`config.mk`:
```
export PLATFORM = sky130hd
export DESIGN_NAME = usr_shift_reg_n
export DESIGN_NICKNAME = d
export VERILOG_FILES = /design/src/rtl/usr_pkg.sv /design/src/rtl/usr_bit_slice.sv /design/src/rtl/usr_shift_reg_n.sv
export SDC_FILE = /design/constraint.sdc
export NUM_CORES = 1
export LEC_CHECK = 0
export CORE_UTILIZATION = 45
export DETAILED_ROUTE_END_ITERATION = 7
export PLACE_DENSITY = 0.86
export SYNTH_ARGS = -nofsm -noshare
export SYNTH_HDL_FRONTEND = slang
export SYNTH_HIERARCHICAL = 1
export SYNTH_SLANG_ARGS = --single-unit
```
`constraint.sdc`:
```
create_clock -name clk -period 2.45 [get_ports clk]
set_clock_uncertainty 0.1 [all_clocks]
set_input_delay 0.3675 -clock clk [delete_from_list [all_inputs] [get_ports clk]]
set_output_delay 0.3675 -clock clk [all_outputs]
set_load 0.02 [all_outputs]
```
`src/rtl/usr_pkg.sv`:
```
// Shared definitions for the universal shift register: mode codes and FSM state encoding.
package usr_pkg;

    // Operation select codes, sampled by the top while idle
    localparam logic [2:0] MODE_HOLD = 3'b000;
    localparam logic [2:0] MODE_SHL  = 3'b001;
    localparam logic [2:0] MODE_SHR  = 3'b010;
    localparam logic [2:0] MODE_LOAD = 3'b011;
    localparam logic [2:0] MODE_ASR  = 3'b100;
    localparam logic [2:0] MODE_ROL  = 3'b101;
    localparam logic [2:0] MODE_ROR  = 3'b110;
    localparam logic [2:0] MODE_CLR  = 3'b111;

    // Controller states
    localparam logic [0:0] ST_IDLE  = 1'b0;
    localparam logic [0:0] ST_BURST = 1'b1;

endpackage : usr_pkg

```
`src/rtl/usr_bit_slice.sv`:
```
// One register bit: next-value multiplexer plus async-reset flop.
// Neighbour bits arrive already resolved by the top (serial fill, sign or
// wrap-around at the ends), so every slice is identical.
module usr_bit_slice
    import usr_pkg::*;
(
    input  logic       clk,
    input  logic       rst,
    input  logic [2:0] sel,
    input  logic       own_bit,
    input  logic       left_bit,   // next more-significant bit (or msb fill)
    input  logic       right_bit,  // next less-significant bit (or lsb fill)
    input  logic       par_bit,
    output logic       q
);

    logic d;

    // Select the next value of this bit
    always_comb begin
        d = own_bit;
        case (sel)
            MODE_SHL,
            MODE_ROL:  d = right_bit;
            MODE_SHR,
            MODE_ASR,
            MODE_ROR:  d = left_bit;
            MODE_LOAD: d = par_bit;
            MODE_CLR:  d = 1'b0;
            default:   d = own_bit;
        endcase
    end

    // Storage flop, cleared asynchronously
    always_ff @(posedge clk or posedge rst) begin
        if (rst) begin
            q <= 1'b0;
        end else begin
            q <= d;
        end
    end

endmodule : usr_bit_slice

```
`src/rtl/usr_shift_reg_n.sv`:
```
// Parametrised universal shift register with a self-timed LSB-first transmit burst.
// Optional rotate modes are enabled by defining USR_ROTATE_EN; without it the
// rotate codes hold the register.
module usr_shift_reg_n
    import usr_pkg::*;
#(
    parameter int unsigned WIDTH = 8
)
(
    input  logic             clk,
    input  logic             rst,
    input  logic [2:0]       mode,
    input  logic [WIDTH-1:0] par_in,
    input  logic             sin_lsb,
    input  logic             sin_msb,
    input  logic             start,
    output logic [WIDTH-1:0] q,
    output logic             ser_out,
    output logic             busy,
    output logic             done
);

    localparam int unsigned CNT_W = (WIDTH > 1) ? $clog2(WIDTH) : 1;
    localparam logic [CNT_W-1:0] CNT_LAST = CNT_W'(WIDTH - 1);

    generate
        if (WIDTH < 2 || WIDTH > 32) begin : g_bad_width
            $error("usr_shift_reg_n: WIDTH must be in 2..32");
        end
    endgenerate

    logic [0:0]       state_q;
    logic [0:0]       state_d;
    logic [CNT_W-1:0] cnt_q;
    logic [CNT_W-1:0] cnt_d;
    logic [2:0]       mode_eff;
    logic [2:0]       sel;
    logic             fill_msb;
    logic             fill_lsb;
    logic [WIDTH-1:0] left_nb;
    logic [WIDTH-1:0] right_nb;

    // Map the rotate codes onto hold when the rotate feature is not built
    always_comb begin
`ifdef USR_ROTATE_EN
        mode_eff = mode;
`else
        mode_eff = ((mode == MODE_ROL) || (mode == MODE_ROR)) ? MODE_HOLD : mode;
`endif
    end

    // Next-state, counter and datapath-select decode
    always_comb begin
        state_d = state_q;
        cnt_d   = cnt_q;
        sel     = MODE_HOLD;
        case (state_q)
            ST_IDLE: begin
                if (start) begin
                    sel     = MODE_LOAD;
                    cnt_d   = '0;
                    state_d = ST_BURST;
                end else begin
                    sel = mode_eff;
                end
            end
            ST_BURST: begin
                sel = MODE_SHR;
                if (cnt_q == CNT_LAST) begin
                    cnt_d   = '0;
                    state_d = ST_IDLE;
                end else begin
                    cnt_d = cnt_q + CNT_W'(1);
                end
            end
            default: begin
                state_d = ST_IDLE;
                cnt_d   = '0;
            end
        endcase
    end

    // End-of-register fill bits depend on the operation in progress
    always_comb begin
        fill_lsb = sin_lsb;
        fill_msb = sin_msb;
        case (sel)
            MODE_ROL: fill_lsb = q[WIDTH-1];
            MODE_ASR: fill_msb = q[WIDTH-1];
            MODE_ROR: fill_msb = q[0];
            default: begin
                fill_lsb = sin_lsb;
                fill_msb = sin_msb;
            end
        endcase
    end

    // Per-bit datapath: neighbour wiring and one slice per bit
    genvar i;
    generate
        for (i = 0; i < int'(WIDTH); i++) begin : g_bit
            if (i == 0) begin : g_lsb
                assign right_nb[i] = fill_lsb;
            end else begin : g_inner_r
                assign right_nb[i] = q[i-1];
            end

            if (i == int'(WIDTH) - 1) begin : g_msb
                assign left_nb[i] = fill_msb;
            end else begin : g_inner_l
                assign left_nb[i] = q[i+1];
            end

            usr_bit_slice u_slice (
                .clk       (clk),
                .rst       (rst),
                .sel       (sel),
                .own_bit   (q[i]),
                .left_bit  (left_nb[i]),
                .right_bit (right_nb[i]),
                .par_bit   (par_in[i]),
                .q         (q[i])
            );
        end
    endgenerate

    // Controller state, counter and status flags
    always_ff @(posedge clk or posedge rst) begin
        if (rst) begin
            state_q <= ST_IDLE;
            cnt_q   <= '0;
            busy    <= 1'b0;
            done    <= 1'b0;
        end else begin
            state_q <= state_d;
            cnt_q   <= cnt_d;
            busy    <= (state_d == ST_BURST);
            done    <= (state_d == ST_BURST) && (cnt_d == CNT_LAST);
        end
    end

    // Serial output is the current least-significant bit
    assign ser_out = q[0];

endmodule : usr_shift_reg_n

```
Yosys cells after proc, flatten, opt, wreduce, memory -nomap -nowiden
Cells that the tools add are included.

word-level totals
  register bits after elaboration = 13
  memories = 0
  latch bits = 0
  word-level logic and storage cells = 50
  bits in read-only memories = 0
  RAM bits = 0
  output and inout bits = 11

operators by class
  add/sub/neg operators = 1
  mux-type cells = 19
  shift operators = 0
  multipliers = 0
  div/mod/pow operators = 0
  bitwise gates (word level) = 1
  reduce and logical (&&, ||, !) cells = 6
  equal/unequal tests = 12
  magnitude comparators = 0

operators by type and width
  kind                                           count
  one-hot mux 1 bit (4 select lines)             8
  == test 3 bit, second input constant           8
  2-to-1 mux 3 bit                               4
  one-hot mux 3 bit (2 select lines)             2
  == test 3 x 2 -> 1 bit, second input constant  2
  one-hot mux 1 bit (2 select lines)             2
  nonzero test 4 bit                             1
  adder 3 x 1 -> 3 bit, second input constant    1
  == test 3 x 1 -> 1 bit, second input constant  1
  2-to-1 mux 1 bit                               3
  OR reduction 3 bit                             1
  != test 2 bit, second input constant           1
  AND reduction 2 bit                            1
  OR reduction 2 bit                             1
  logical AND 1 bit                              1
  logical OR 1 bit                               1
  NOT 1 bit                                      1

Logic depth before layout (Yosys ltp)
Gate-level depths: netlist of run 1.

  word-level depth = 9
  gate-level depth with buffers = 6

Cells and area by module
The synthesis of run 1 kept the hierarchy.

by module, submodules not included
  module           cells an instance  area an instance (um^2)  times used
  usr_bit_slice    8                  67.6                     8
  usr_shift_reg_n  30                 306.5                    1

Worst setup path after synthesis of run 1
OpenSTA, ideal clock, no wires.

  kind = register -> register
  from = reg state_q
  to = reg g_bit[0].u_slice.q
  cell stages (with the launch flop) = 6
  slack = 0.451 ns
  buffers on the path = 1
  library setup time = 0.179 ns
  required time = 2.171 ns
  clock period less this slack = 1.999 ns
  data arrival time = 1.719 ns
  cells stage by stage = dfrtp_1 > buf_6 > nor2_1 > nand2_1 > nor4_1 > a211oi_1

on the way
  cells in the longest elaborated chain, start to end = 5
  elaborated cells between the ends (all ways) = 14
  those cells by class = eq/ne (7); mux (3); bitwise (1); reduce/logical (3)

ends and longest elaborated chain
  element                                         line                    RTL
  from (decl)                                     usr_shift_reg_n.sv:32   logic [0:0] state_q;
  from (signal assigned)                          usr_shift_reg_n.sv:135  state_q <= state_d;
  NOT 1 bit                                       --
  one-hot mux 3 bit (2 select lines) *            usr_shift_reg_n.sv:57   case (state_q)
  net sel[1]                                      usr_shift_reg_n.sv:37   logic [2:0] sel;
  == test 3 x 2 -> 1 bit (tied with other cells)  usr_bit_slice.sv:22     case (sel)
  OR reduction 3 bit (tied with other cells)      usr_bit_slice.sv:22
  one-hot mux 1 bit (4 select lines) *            usr_bit_slice.sv:22
  net g_bit[0].u_slice.d                          usr_bit_slice.sv:17     logic d;
  to (signal assigned)                            usr_bit_slice.sv:37     q <= 1'b0;
  to (signal assigned)                            usr_bit_slice.sv:39     q <= d;
  to (decl)                                       usr_bit_slice.sv:14     output logic q

The timed path passes the listed nets; every way through them passes the cells marked *.
A chain may end at the register's enable or synchronous reset.

==> results.md, run 1 <==
* Status: finished clean
* Hold slack at 0.357 ns
* Slew margin rel. at 0.775
* GRT Util Overall at 0.203
* Max_cap viols at 0
* Yosys reg bits at 13
* Die Ht at around 45 µm
* DRT antenna net count at 0
* Netlist cell types at 22
* Final worst setup slack at 0.534 ns
* Final Util at 0.667
* Critical path launch point: state_q$_DFF_PP0_
* CP Buf/Inv Count at 1
* Vias/cell at between 5 and 6
* P_int at around 720 µW
* P_leak at around 0.54 nW
* Via Count at ~830
* Starting Density at 0.485
* Net Sw Power at approximately 540 µW
* Die W at between 40 and 50 µm
* Vias in the first global route at 692
* Final instance area at approximately 0.0012 mm²
* HPWL Detailed at ~1.4 mm
* Crit path required time at between 1.5 and 2 ns
* Largest net degree at the start of global routing at 25
* Setup CP Type: register to output pin
* Post-Place Cell Area at 0.00114 mm²
* Clock sinks at 13
* CTS root buf: clkbuf_4
* Clock H-tree levels at 1
* Synthesized area per cell at 9.01 µm²
* I/O pin count at 27
* Clk_lat worst skew at about 0.27 ns
* Non-Filler Instances at around 150
* Max VDD drop at ~0.56 mV
* Warnings from Yosys at 6
* Total power at between 1 and 1.5 mW
* Crit path to: busy
* Setup TNS at 0 ns
* FMAX at 522 MHz
* Die Area at 0.00206 mm²
* Clock slew at reported path FFs at 0.08 ns
* Worst r2r src: state_q$_DFF_PP0_
* Pwr Density at ~1100 mW/mm²
* Post-route clock period utilization at 0.782
* CP endpoint kind: output pin
* # nets final at 143
* Slowest cell on the critical path: clkdlybuf4s50_1
* R2R Path End: g_bit[4].u_slice/q$_DFF_PP0_
* Switching part of the total at 0.426
* First-pass GRT wire length at between 2 and 3 mm
* Detailed Routing Iterations Pass 1 at 4
* Cells along the critical path: clkdlybuf4s50_1
* Routed wire per std cell at about 13 µm
* ANT cells at 0
* Routed WL at approximately 2 mm
* Max stage delay on crit path at 0.66 ns
* Hold buffer count at CTS at 0
* Dpl cells at approximately 150
* Clk buf depth at 2
* Final hold viol count at 0
* Post-route DRC at 0
* Rows at 15
* Critical path arrival at roughly 1.5 ns
* Post-Synthesis Cells at 94
* Synthesized Nets at 112
* Area of the mapped netlist at approximately 850 µm²
* Layout cells sized above 1 at 0.0565
* Comb power frac at 0.545
* R2R cell count at 6
* Post-CTS Setup Inserts at 0
* Fin crit period at 1.92 ns
* Clock Power Share at 0.104
* Post-CTS Resized at 0
* Worst-Margin Slew at roughly 0.34 ns
* Dpl ws at 0.293 ns
* Iter 0 DRT Violations at 10
* Core area at 0.00175 mm²
* Crit path max-delay family: buffers and inverters
* Crit path max fanout at 10
* Synth-to-layout area growth at 37.5%
* Register area share after synthesis at 0.384
* Max Transition Viols Final at 0
* IO buf count at 26
* CTS tree: done
* Worst min-delay path category: input pin to async pin
* RSZ-0062 raised after global routing: false
* Seq pwr share at 0.351
* Number of CTS-inserted buffers at 3
* Count of final setup violators at 0
* Placer Congestion at approximately 0.70
* Initial antenna violation count at 0
* Worst reg2reg setup slack at around 0.65 ns
* Critical path depth at 1
* Startpoint Class: register
* Grt ovf at 0
[power by group through the flow]
stage                     sequential, mW  clock (mW)  combinational [mW]
after global placement             0.437           0               0.657
final                              0.442       0.131               0.688
after detailed placement           0.445           0               0.687
after CTS                          0.442       0.136               0.690
after global routing               0.456       0.143               0.734
after floorplan                    0.497           0               0.352
[cell usage in the layout (no fill, tap or decap), drive strengths merged]
cell type,Yosys,final
a21oi,2,2
and4,1,1
mux2i,8,8
ha,2,2
nand2,3,3
a22o,2,2
nor3,8,8
clkdlybuf4s50,0,26
nand2b,3,3
a211oi,8,8
o21ai,1,1
xnor2,1,1
buf,2,3
nor2b,8,8
mux2,1,1
clkbuf,1,4
and3,1,1
nor2,11,11
nor4,9,9
inv,9,9
dfrtp,13,13
[final cells by class]
class / count / area (µm²)
flip-flops and latches: 13 / 325
multi-input cells: 69 / 465
fillers: 142 / 581
inverters: 9 / 33.8
clock buffers: 4 / 26.3
repair buffers: 29 / 283
well taps: 25 / 31.3
[per-layer routing]
metal	wire length [µm]	vias to the layer above	track usage
met5	0	-	0
met4	24	0	0.109
met3	82	2	0.0119
met2	1030	28	0.374
met1	810	397	0.229
li1	-	400	-
[cells in the mapped netlist]
cell / n / area [µm²]
dfrtp_1: 13 / 325
nor2_1: 11 / 41.3
inv_1: 9 / 33.8
a211oi_1: 8 / 60.1
mux2i_1: 8 / 80.1
nor2b_1: 8 / 50.1
nor3_1: 8 / 40.0
nor4_1: 8 / 50.1
nand2_1: 3 / 11.3
nand2b_1: 3 / 18.8
a21oi_1: 2 / 10.0
a22o_1: 2 / 17.5
ha_1: 2 / 25.0
and3_1: 1 / 6.26
and4_1: 1 / 8.76
buf_4: 1 / 7.51
buf_6: 1 / 11.3
clkbuf_1: 1 / 3.75
mux2_1: 1 / 11.3
nor4_4: 1 / 21.3
o21ai_0: 1 / 5.00
xnor2_1: 1 / 8.76
[registers in the layout (all words and copies together) (netlist names)]
name	count
cnt_q	3
done	1
g_bit.u_slice/q	8
state_q	1
[logic make-up after synthesis]
family / after synthesis / synth area share
XOR/XNOR: 1 / 0.0103
flip-flops: 13 / 0.384
adder cells (fa/ha/maj): 2 / 0.0295
AND/OR/NAND/NOR: 44 / 0.292
multiplexers: 9 / 0.108
buffers and inverters: 12 / 0.0665
AO/OA/AOI/OAI: 13 / 0.109
[worst min path at each step]
stage / end / slack [ns] / cells past startpoint
after floorplan: g_bit[0].u_slice/q$_DFF_PP0_ / -0.004 / 1
after global placement: cnt_q[2]$_DFF_PP0_ / 0.40 / 1
after detailed placement: cnt_q[1]$_DFF_PP0_ / 0.41 / 1
after CTS: g_bit[7].u_slice/q$_DFF_PP0_ / 0.35 / 2
after global routing: g_bit[4].u_slice/q$_DFF_PP0_ / 0.38 / 2
final: g_bit[5].u_slice/q$_DFF_PP0_ / 0.36 / 2
(Power assumes the default switching activity.)
==> run 2, diff against run 1 <==
==> constraint.sdc (replaced) <==
create_clock -name clk -period 1.9 [get_ports clk]
set_clock_uncertainty 0.1 [all_clocks]
set_input_delay 0.285 -clock clk [delete_from_list [all_inputs] [get_ports clk]]
set_output_delay 0.285 -clock clk [all_outputs]
set_load 0.02 [all_outputs]
==> run 2 against run 1 <==
Net effect: power grew 30%; combinational power grew 30%; sequential power grew 30%; clock power grew 29%; critical path type unchanged; highest routed layer is now met3.
==> results.md, run 2 (synthesis gave the netlist of run 1 again) <==
* Status: finished clean
* # nets final at around 150
* Clock sinks at 13
* Worst reg2reg setup slack at around 0.21 ns
* Crit path max fanout at 10
* Slowest cell on the critical path: clkdlybuf4s50_1
* Rows at 15
* Pwr Density at 1340 mW/mm²
* CTS root buf: clkbuf_4
* Final Util at 0.697
* Worst-Margin Slew at 0.517 ns
* Max stage delay on crit path at about 0.65 ns
* Largest net degree at the start of global routing at 25
* Setup CP Type: register to output pin
* Die Area at 0.00206 mm²
* Core area at 0.00175 mm²
* Post-route DRC at 0
* Commonest cells after routing, fill and taps aside: 26 x clkdlybuf4s50_1, 12 x dfrtp_1, 10 x nor2_1, 9 x inv_1
* Filler cell count in the final layout at 144
* Grt ovf at 0
* Iter 0 DRT Violations at 10
* Critical path launch point: state_q$_DFF_PP0_
* Max VDD drop at 0.768 mV
* Clk buf depth at 2
* First-pass GRT wire length at between 3 and 4 mm
* Critical path arrival at 1.40 ns
* Max Transition Viols Final at 0
* CTS tree: done
* Cells along the critical path: clkdlybuf4s50_1
* Max_cap viols at 0
* Top reg by flops: g_bit.u_slice/q
* Startpoint Class: register
* DRT antenna net count at 0
* Clock slew at reported path FFs at about 0.080 ns
* HPWL Detailed at roughly 1.3 mm
* FMAX at between 500 and 600 MHz
* Detailed Routing Iterations Pass 1 at 4
* Via Count at 791
* Vias in the first global route at between 700 and 800
* ANT cells at 0
* RSZ-0062 raised after global routing: false
* P_leak at between 0.5 and 0.6 nW
* Max reg flops at 8
* CP Buf/Inv Count at 1
* Synth-to-layout area growth at 43.7%
* Die Ht at between 40 and 50 µm
* Final worst setup slack at between 0.1 and 0.15 ns
* Clock H-tree levels at 1
* Worst min-delay path category: input pin to async pin
* Final instance area at ~0.0012 mm²
* Fin crit period at 1.79 ns
* Starting Density at 0.485
* Count of final setup violators at 0
* Crit path required time at 1.51 ns
* Slew margin rel. at 0.655
* IO buf count at 26
* Layout cells sized above 1 at 0.103
* GRT Util Overall at 0.207
* Worst r2r src: state_q$_DFF_PP0_
* CP endpoint kind: output pin
* Vias/cell at roughly 5.2
* Routed WL at between 1.5 and 2 mm
* Number of CTS-inserted buffers at 3
* Dpl ws at -0.269 ns
* Crit path max-delay family: buffers and inverters
* Setup TNS at 0 ns
* Post-Place Cell Area at around 0.0012 mm²
* Largest regs: g_bit.u_slice/q: 8 flops, cnt_q: 3 flops
* Placer Congestion at 0.706
* I/O pin count at 27
* Clk_lat worst skew at around 0.27 ns
* Routed wire per std cell at around 13 µm
* Hold buffer count at CTS at 0
* Die W at 45.4 µm
* Most common cell after layout, fill and taps aside: clkdlybuf4s50_1
* Initial antenna violation count at 0
* Final hold viol count at 0
* Total power at 1.64 mW
* Post-route clock period utilization at 0.940
[run 2: timing repair]
action,CTS,global route
setup buffers,0,0
endpoints found under the setup margin,0,9
resized for setup,0,2
[run 2: power by group]
group          switching, mW  internal [mW]
logic                  0.441          0.452
registers              0.156          0.418
clock network         0.0880         0.0812
[run 2: per-layer routing]
metal | wire length, µm | vias up | GRT usage
met5 | 0 | - | 0
met4 | 0 | 0 | 0.0727
met3 | 65 | 0 | 0.0238
met2 | 930 | 17 | 0.346
met1 | 899 | 369 | 0.274
li1 | - | 405 | -
[run 2: path summary, 6_finish.rpt]
check | cells after the start | end
worst max-delay path | 1 | busy
worst max register to register | 6 | g_bit[7].u_slice/q$_DFF_PP0_
worst min register to register | 1 | cnt_q[1]$_DFF_PP0_
worst min-delay path | 2 | g_bit[3].u_slice/q$_DFF_PP0_
min in group clk | 1 | cnt_q[1]$_DFF_PP0_
max in group asynchronous | 2 | state_q$_DFF_PP0_
[run 2: area by class of cell]
| cell class | instances | area, µm² | area share |
|---|---|---|---|
| Timing Repair Buffer | 31 | 323 | 0.265 |
| Clock buffer | 4 | 26.3 | 0.0216 |
| Inverter | 9 | 33.8 | 0.0277 |
| Tap cell | 25 | 31.3 | 0.0257 |
| Multi-Input combinational cell | 69 | 477 | 0.392 |
| Sequential cell | 13 | 327 | 0.268 |
[run 2: metrics by stage]
step	hold WS (ns)	cells
after detailed placement	0.391	147
final	0.287	151
after CTS	0.283	151
after floorplan	-0.0863	94
after global routing	0.307	151
after global placement	0.386	147
